[src/rtl/guess_entry.sv]
// Player guess-entry front end: synchronises, debounces and edge-detects five buttons,
// edits a four-slot colour guess and offers it over valid/ready. Debouncer enabled by GUESS_ENTRY_DEBOUNCE_EN.
module guess_entry #(
  parameter int DEBOUNCE_CYCLES = 500000,
  parameter int MAX_COLOR       = 6
) (
  input  logic        clk,
  input  logic        rst_n,
  input  logic        btn_left,
  input  logic        btn_right,
  input  logic        btn_up,
  input  logic        btn_down,
  input  logic        btn_submit,
  input  logic        view_history,
  input  logic        guess_ready,
  output logic [2:0]  guess_rgb0,
  output logic [2:0]  guess_rgb1,
  output logic [2:0]  guess_rgb2,
  output logic [2:0]  guess_rgb3,
  output logic [1:0]  blink_led,
  output logic        blink_enable,
  output logic        guess_valid,
  output logic [11:0] guess_word
);

  localparam int NB = 5;
  // Button bit positions inside the packed vectors below.
  localparam int B_RIGHT = 0, B_LEFT = 1, B_DOWN = 2, B_UP = 3, B_SUBMIT = 4;
  localparam logic [2:0] MAX_C = 3'(MAX_COLOR);

  typedef enum logic {EDIT, OFFER} state_t;

  if (DEBOUNCE_CYCLES < 1) begin : g_bad_param
    $error("DEBOUNCE_CYCLES must be at least 1");
  end

  logic [NB-1:0] btn_raw;
  logic [NB-1:0] sync1_q, sync2_q;
  logic [NB-1:0] level;
  logic [NB-1:0] prev_q, pulse_q;

  assign btn_raw = {btn_submit, btn_up, btn_down, btn_left, btn_right};

  // NOTE: sequential state uses non-blocking assignments so every flop samples pre-edge values.
  always_ff @(posedge clk or negedge rst_n) begin
    if (!rst_n) begin
      sync1_q <= '0;
      sync2_q <= '0;
    end else begin
      sync1_q <= btn_raw;
      sync2_q <= sync1_q;
    end
  end

`ifdef GUESS_ENTRY_DEBOUNCE_EN
  localparam int CW = $clog2(DEBOUNCE_CYCLES + 1);
  logic [NB-1:0]         level_q;
  logic [NB-1:0][CW-1:0] cnt_q;

  // NOTE: the counter array is tiny and reset explicitly; large RAM-style arrays would not be.
  always_ff @(posedge clk or negedge rst_n) begin
    if (!rst_n) begin
      level_q <= '0;
      cnt_q   <= '0;
    end else begin
      for (int i = 0; i < NB; i++) begin
        if (sync2_q[i] == level_q[i]) begin
          cnt_q[i] <= '0;
        end else if (cnt_q[i] == CW'(DEBOUNCE_CYCLES - 1)) begin
          level_q[i] <= sync2_q[i];
          cnt_q[i]   <= '0;
        end else begin
          cnt_q[i] <= cnt_q[i] + CW'(1);
        end
      end
    end
  end

  assign level = level_q;
`else
  assign level = sync2_q;
`endif

  // Registered rising-edge pulse; releases never produce a pulse.
  always_ff @(posedge clk or negedge rst_n) begin
    if (!rst_n) begin
      prev_q  <= '0;
      pulse_q <= '0;
    end else begin
      prev_q  <= level;
      pulse_q <= level & ~prev_q;
    end
  end

  function automatic logic [2:0] color_up(input logic [2:0] c);
    return (c == 3'd0 || c >= MAX_C) ? 3'd1 : c + 3'd1;
  endfunction

  function automatic logic [2:0] color_down(input logic [2:0] c);
    return (c <= 3'd1) ? MAX_C : c - 3'd1;
  endfunction

  state_t          state_q, state_d;
  logic [3:0][2:0] slot_q, slot_d;
  logic [1:0]      cursor_q, cursor_d;
  logic            all_filled;

  assign all_filled = (slot_q[0] != 3'd0) && (slot_q[1] != 3'd0) &&
                      (slot_q[2] != 3'd0) && (slot_q[3] != 3'd0);

  // NOTE: every variable gets a default first so no path leaves it unassigned (no latch).
  always_comb begin
    state_d  = state_q;
    slot_d   = slot_q;
    cursor_d = cursor_q;
    case (state_q)
      EDIT: begin
        if (!view_history) begin
          if (pulse_q[B_SUBMIT]) begin
            if (all_filled) state_d = OFFER;
          end else if (pulse_q[B_UP]) begin
            slot_d[cursor_q] = color_up(slot_q[cursor_q]);
          end else if (pulse_q[B_DOWN]) begin
            slot_d[cursor_q] = color_down(slot_q[cursor_q]);
          end else if (pulse_q[B_LEFT]) begin
            cursor_d = cursor_q - 2'd1;
          end else if (pulse_q[B_RIGHT]) begin
            cursor_d = cursor_q + 2'd1;
          end
        end
      end
      OFFER: begin
        if (guess_ready) begin
          state_d  = EDIT;
          slot_d   = '0;
          cursor_d = '0;
        end
      end
      default: state_d = EDIT;
    endcase
  end

  always_ff @(posedge clk or negedge rst_n) begin
    if (!rst_n) begin
      state_q  <= EDIT;
      slot_q   <= '0;
      cursor_q <= '0;
    end else begin
      state_q  <= state_d;
      slot_q   <= slot_d;
      cursor_q <= cursor_d;
    end
  end

  assign guess_rgb0   = slot_q[0];
  assign guess_rgb1   = slot_q[1];
  assign guess_rgb2   = slot_q[2];
  assign guess_rgb3   = slot_q[3];
  assign guess_word   = slot_q;
  assign blink_led    = cursor_q;
  assign guess_valid  = (state_q == OFFER);
  assign blink_enable = (state_q == EDIT) && !view_history;

endmodule

[config.mk]
export PLATFORM = sky130hd
export DESIGN_NAME = guess_entry
export DESIGN_NICKNAME = d
export VERILOG_FILES = /design/src/rtl/guess_entry.sv
export SDC_FILE = /design/constraint.sdc
export NUM_CORES = 1
export LEC_CHECK = 0
export CORE_MARGIN = 10
export CORE_UTILIZATION = 40
export DETAILED_ROUTE_END_ITERATION = 7
export GPL_TIMING_DRIVEN = 0
export PLACE_DENSITY = 0.66
export SLEW_MARGIN = 20
export SYNTH_ARGS = -nofsm -noshare
export SYNTH_HDL_FRONTEND = slang
export SYNTH_SLANG_ARGS = --single-unit
[constraint.sdc]
create_clock -name clk -period 2.7 [get_ports clk]
set_clock_uncertainty 0.2 [all_clocks]
set_input_delay 0.675 -clock clk [delete_from_list [all_inputs] [get_ports clk]]
set_output_delay 0.675 -clock clk [all_outputs]
set_load 0.01 [all_outputs]
==> flow_metrics.env, run 1 <==
export IMPL_vdd_drop_max_uv=513
export IMPL_vias=1275
export IMPL_drv_cap=0
export IMPL_clock_latency_ps=280
export IMPL_crit_slowest_cell="clkdlybuf4s50_1"
export IMPL_wire_per_inst_microns=15.3
export IMPL_ios=37
export IMPL_rows=23
export IMPL_cts_sinks=35
export IMPL_grt_pass1_vias=1302
export IMPL_dieWidth_microns=83.7
export IMPL_worst_slew_pin_slew_ps=548
export IMPL_grt_start_max_net_pins=35
export IMPL_crit_fanout=3
export IMPL_ys_ff_latch=35
export IMPL_min_period_ps=2640
export IMPL_fin_nets=204
export IMPL_whs_ps=145
export IMPL_die_h_microns=83.7
export IMPL_initial_core_util_pct=40.8
export IMPL_startpoint_type="primary input"
export IMPL_crit_type="in -> out"
export IMPL_fmax_mhz=379
export IMPL_critical_path_buf_inv_count=2
export IMPL_total_power_mw=2.67
export IMPL_required_ps=1820
export IMPL_fp_dieArea_sq_um=7000
export IMPL_end_kind="primary output"
export IMPL_antenna_found_initial=0
export IMPL_synth_largest_area_cell="dfrtp_1"
export IMPL_cpMostUsedCell="clkdlybuf4s50_1"
export IMPL_tns_ps=0
export IMPL_rsz0062_at_grt="no"
export IMPL_yosysMostFrequentCell="dfrtp_1"
export IMPL_portBuffers=36
export IMPL_cts_tree="built"
export IMPL_avgSynthCellArea_sq_um=11.4
export IMPL_netlist_instances=142
export IMPL_drive_above_1_share_pct=18.3
export IMPL_netlist_top_cells_count="dfrtp_1 (35), buf_4 (12), nor2_1 (12), o21ai_0 (12), nor2b_1 (7)"
export IMPL_cp_top_family="buffers and inverters"
export IMPL_cts_htree_levels=2
export IMPL_viasPerCell=5.29
export IMPL_ys_types=37
export IMPL_dr_first_iter_drc_count=59
export IMPL_outcome="finished, final reports clean"
export IMPL_hold_viol_final=0
export IMPL_dpl_cell_area_sq_um=2060
export IMPL_async_reset_ff_share_pct=100
export IMPL_crit_chain="clkdlybuf4s50_1 > nor2_1 > clkdlybuf4s50_1"
export IMPL_core_sq_um=3970
export IMPL_synth_ff_type="dfrtp_1"
export IMPL_synth_top_area_share_pct=54.0
export IMPL_drc=0
export IMPL_grt_usage_pct=10.3
export IMPL_ys_warn_count=0
export IMPL_p_per_area_nw_per_um2=1210
export IMPL_root_buffer="clkbuf_8"
export IMPL_first_pass_iters=5
export IMPL_setup_violations=0
export IMPL_seq_area_frac_synth_pct=54.0
export IMPL_leakagePower_nw=0.931
export IMPL_synth_area_sq_um=1620
export IMPL_grt_pass1_wl_microns=6090
export IMPL_path_clk_slew_ps=70
export IMPL_cts_max_path_buffers=2
export IMPL_relSlewSlack_pct=63.4
export IMPL_antenna_left=0
export IMPL_synth_edff_count=0
export IMPL_arrival_ps=1760
export IMPL_synth_fp_nets=156
export IMPL_synth_area_leaders="dfrtp_1 (54%), buf_4 (5.6%), mux4_2 (4.2%), ha_1 (3.9%), o21ai_0 (3.7%)"
export IMPL_post_route_cell_area_sq_um=2210
export IMPL_slowest_delay_ps=550
export IMPL_syn_to_final_growth_pct=36.3
export IMPL_wirelength_microns=3690
export IMPL_hp_class="reg -> reg"
export IMPL_gp_congestion=0.897
export IMPL_drv_slew=0
export IMPL_overflow=0
export IMPL_antenna_cells=0
export IMPL_finalCritPeriodShare_pct=97.7
export IMPL_cts_buffers=5
export IMPL_hpwl_microns=2760
## worst paths after layout
path,from,end,slack [ps],cells after the start
worst max-delay path,view_history,blink_enable,60,3
max in group asynchronous,rst_n,blink_led[0]$_DFFE_PN0P_,1400,3
worst min-delay path,sync1_q[2]$_DFF_PN0_,level[2]$_DFF_PN0_,150,0
min in group asynchronous,rst_n,guess_rgb1[0]$_DFFE_PN0P_,520,2
worst min register to register,sync1_q[2]$_DFF_PN0_,level[2]$_DFF_PN0_,150,0
worst max register to register,blink_led[0]$_DFFE_PN0P_,guess_rgb0[2]$_DFFE_PN0P_,140,6
## logic make-up (layout without fill, tap and decap cells)
kind of cell / Yosys count / after routing / synth area share [%]
AO/OA/AOI/OAI: 37 / 37 / 16.4
XOR/XNOR: 1 / 1 / 0.540
adder cells (fa/ha/maj): 5 / 5 / 3.86
buffers and inverters: 21 / 70 / 7.72
flip-flops: 35 / 35 / 54.0
multiplexers: 5 / 5 / 5.48
AND/OR/NAND/NOR: 38 / 38 / 12.0
## timing repair
action	CTS	global route
hold endpoints to repair	1	0
buffers inserted	0	3
resized for setup	2	4
pin swaps	0	1
endpoints found under the setup margin	8	12
hold buffers	1	0
## worst reg2reg max path: stages (launching register included)
cell and delay [ps]:
dfrtp_2 350, buf_4 170, mux4_2 590, ha_1 240
or4_1 570, o21ai_4 220, o31ai_1 100
## where the power goes
part,leakage [nW],total (mW),switching (mW),internal [mW]
Combinational,0.452,1.50,0.713,0.787
Clock,0.0515,0.408,0.176,0.233
Sequential,0.427,0.761,0.126,0.634
## layer usage
layer / global-route usage [%] / wire [microns] / vias to the layer above
li1: - / - / 597
met1: 11.6 / 1530 / 624
met2: 16.7 / 1850 / 45
met3: 4.20 / 253 / 9
met4: 4.26 / 59 / 0
met5: 0 / 0 / -
## area by class of cell
class                   count  area (sq um)
repair buffers             41           408
clock buffers               8           100
inverters                   5          18.8
plain buffers              16           110
multi-input cells          86           634
flip-flops and latches     35           877
fillers                   331          1760
well taps                  50          62.6
## cells in the final DEF, fill, tap and decap left out, types with 2 or more instances in the layout
cell type and count:
a21oi_1 2, a32o_1 3, buf_4 16, clkbuf_1 2, clkbuf_8 7, clkdlybuf4s50_1 35
dfrtp_1 34, ha_1 5, inv_1 5, mux4_2 3, nand2_1 6, nor2_1 12
nor2b_1 7, nor3_1 4, o21a_1 2, o21ai_0 12, o22ai_1 4, o2bb2ai_1 3
o31ai_1 4, or3_1 2
## registers in the layout, summed over array words and instances, names as in the netlist
name and count:
guess_valid 1, prev_q 5, level 5, guess_rgb3 3
blink_led 2, pulse_q 5, guess_rgb0 3, guess_rgb1 3
guess_rgb2 3, sync1_q 5
## through the flow
step,util (%),setup slack (ps),std cells
after CTS,54.7,12.8,238
after floorplan,-,118,142
after global routing,55.7,10.7,241
after detailed placement,51.9,-83.1,229
final,55.7,63.1,241
after global placement,51.5,-58.5,228
No activity file was read; power rests on OpenSTA's default activity.
==> run 2: changes to the inputs <==
CTS_BUF_LIST = sky130_fd_sc_hd__clkbuf_8   (was unset)
==> flow_metrics.env, run 2 (synthesis gave the netlist of run 1 again) <==
export IMPL_gp_congestion=0.897
export IMPL_cts_htree_levels=2
export IMPL_hold_viol_final=0
export IMPL_min_period_ps=2640
export IMPL_min_from="sync1_q[2]$_DFF_PN0_"
export IMPL_core_sq_um=3970
export IMPL_root_buffer="clkbuf_8"
export IMPL_setup_violations=0
export IMPL_grt_pass1_vias=1302
export IMPL_required_ps=1820
export IMPL_antenna_cells=0
export IMPL_arrival_ps=1760
export IMPL_internal_power_mw=1.65
export IMPL_portBuffers=36
export IMPL_timing_rr_start="blink_led[0]$_DFFE_PN0P_"
export IMPL_drv_cap=0
export IMPL_final_cells=241
export IMPL_slowest_delay_ps=550
export IMPL_pwr_share_clk_pct=15.2
export IMPL_crit_slowest_cell="clkdlybuf4s50_1"
export IMPL_finalCritPeriodShare_pct=97.7
export IMPL_critPathLaunch="view_history"
export IMPL_mostFrequentLayoutCell="clkdlybuf4s50_1"
export IMPL_grt_start_max_net_pins=35
export IMPL_relSlewSlack_pct=63.4
export IMPL_crit_type="in -> out"
export IMPL_p_sw_mw=1.01
export IMPL_timing_final_ws_setup_ps=63.1
export IMPL_syn_to_final_growth_pct=36.3
export IMPL_tns_ps=0
export IMPL_cts_max_path_buffers=2
export IMPL_total_power_mw=2.66
export IMPL_startpoint_type="primary input"
export IMPL_fmax_mhz=379
export IMPL_overflow=0
export IMPL_post_route_cell_area_sq_um=2210
export IMPL_vdd_drop_max_uv=513
export IMPL_clock_latency_ps=280
export IMPL_num_fill_cells=331
export IMPL_switching_share_pct=38.0
export IMPL_fin_nets=204
export IMPL_cpMostUsedCell="clkdlybuf4s50_1"
export IMPL_dpl_cell_area_sq_um=2060
export IMPL_leakagePower_nw=0.935
export IMPL_antenna_left=0
export IMPL_drv_slew=0
export IMPL_layout_common_cells="clkdlybuf4s50_1 (35), dfrtp_1 (34), buf_4 (16), nor2_1 (12), o21ai_0 (12)"
export IMPL_die_h_microns=83.7
export IMPL_first_pass_iters=6
export IMPL_cts_sinks=35
export IMPL_vias=1282
export IMPL_cts_buffers=5
export IMPL_dieWidth_microns=83.7
export IMPL_path_clk_slew_ps=70
export IMPL_rows=23
export IMPL_rsz0062_at_grt="no"
export IMPL_worst_slew_pin_slew_ps=547
export IMPL_end_kind="primary output"
export IMPL_hpwl_microns=2760
export IMPL_combPwrFrac_pct=56.2
export IMPL_crit_fanout=3
export IMPL_grt_pass1_wl_microns=6090
export IMPL_hp_class="reg -> reg"
export IMPL_p_per_area_nw_per_um2=1200
export IMPL_outcome="finished, final reports clean"
export IMPL_grt_usage_pct=10.3
export IMPL_pwr_share_seq_pct=28.6
export IMPL_ios=37
export IMPL_crit_chain="clkdlybuf4s50_1 > nor2_1 > clkdlybuf4s50_1"
export IMPL_wirelength_microns=3680
export IMPL_viasPerCell=5.32
export IMPL_dp_slack_ps=-83.1
export IMPL_antenna_found_initial=0
export IMPL_initial_core_util_pct=40.8
export IMPL_drive_above_1_share_pct=18.3
export IMPL_cts_tree="built"
export IMPL_wire_per_inst_microns=15.3
export IMPL_drc=0
export IMPL_fp_dieArea_sq_um=7000
export IMPL_dr_first_iter_drc_count=59
export IMPL_dp_cells=229
run 2: changes by cell type in the layout (fill, tap and decap cells not counted), sizes merged:
| cell | delta |
|---|---|
| clkbuf | -1 |
| inv | +1 |
run 2: worst paths after layout:
path                                             endpoint  slack [ps]  cells after the start
min in group asynchronous       guess_rgb1[0]$_DFFE_PN0P_         530                      2
worst min-delay path                   level[2]$_DFF_PN0_         150                      0
worst max-delay path                         blink_enable          60                      3
max in group asynchronous        blink_led[0]$_DFFE_PN0P_        1400                      3
worst min register to register         level[2]$_DFF_PN0_         150                      0
worst max register to register  guess_rgb0[2]$_DFFE_PN0P_         140                      6
run 2: cell type report:
cell class | count | area (sq um) | area share (%)
flip-flops and latches | 35 | 877 | 39.7
clock inverters | 1 | 3.75 | 0.170
inverters | 5 | 18.8 | 0.849
well taps | 50 | 62.6 | 2.83
plain buffers | 16 | 110 | 4.98
repair buffers | 41 | 408 | 18.4
multi-input cells | 86 | 634 | 28.7
clock buffers | 7 | 96.3 | 4.36
run 2: critical path, delay by kind of cell:
kind / cells / cell delay (ps)
buffers and inverters: 2 / 980
and+or+nand+nor: 1 / 100
run 2: what timing repair did:
action                                 CTS  global route
endpoints found under the hold margin    1             0
setup endpoints to repair                8            12
hold buffers                             1             0
gates resized for setup                  2             4
pin swaps                                0             1
setup buffers                            0             3
run 2: power groups by stage:
stage	Combinational (mW)	Sequential [mW]	Clock [mW]
CTS	1.40	0.773	0.415
floorplan	0.795	0.785	0
global route	1.63	0.782	0.435
detailed placement	1.38	0.781	0
finish	1.50	0.761	0.405
global placement	1.35	0.772	0
run 2: through the flow:
step	hold WS [ps]	utilization [%]
6_report	145	55.7
3_3_place_gp	134	51.5
4_1_cts	150	54.7
2_1_floorplan	131	-
3_5_place_dp	136	51.9
5_1_grt	154	55.7
run 2: routing by layer:
layer  vias up  wire length [microns]  GRT usage, %
met5         -                      0             0
met4         0                     39          4.26
met3         7                    286          4.20
met2        49                   1850          16.7
met1       629                   1500          11.6
li1        597                      -             -
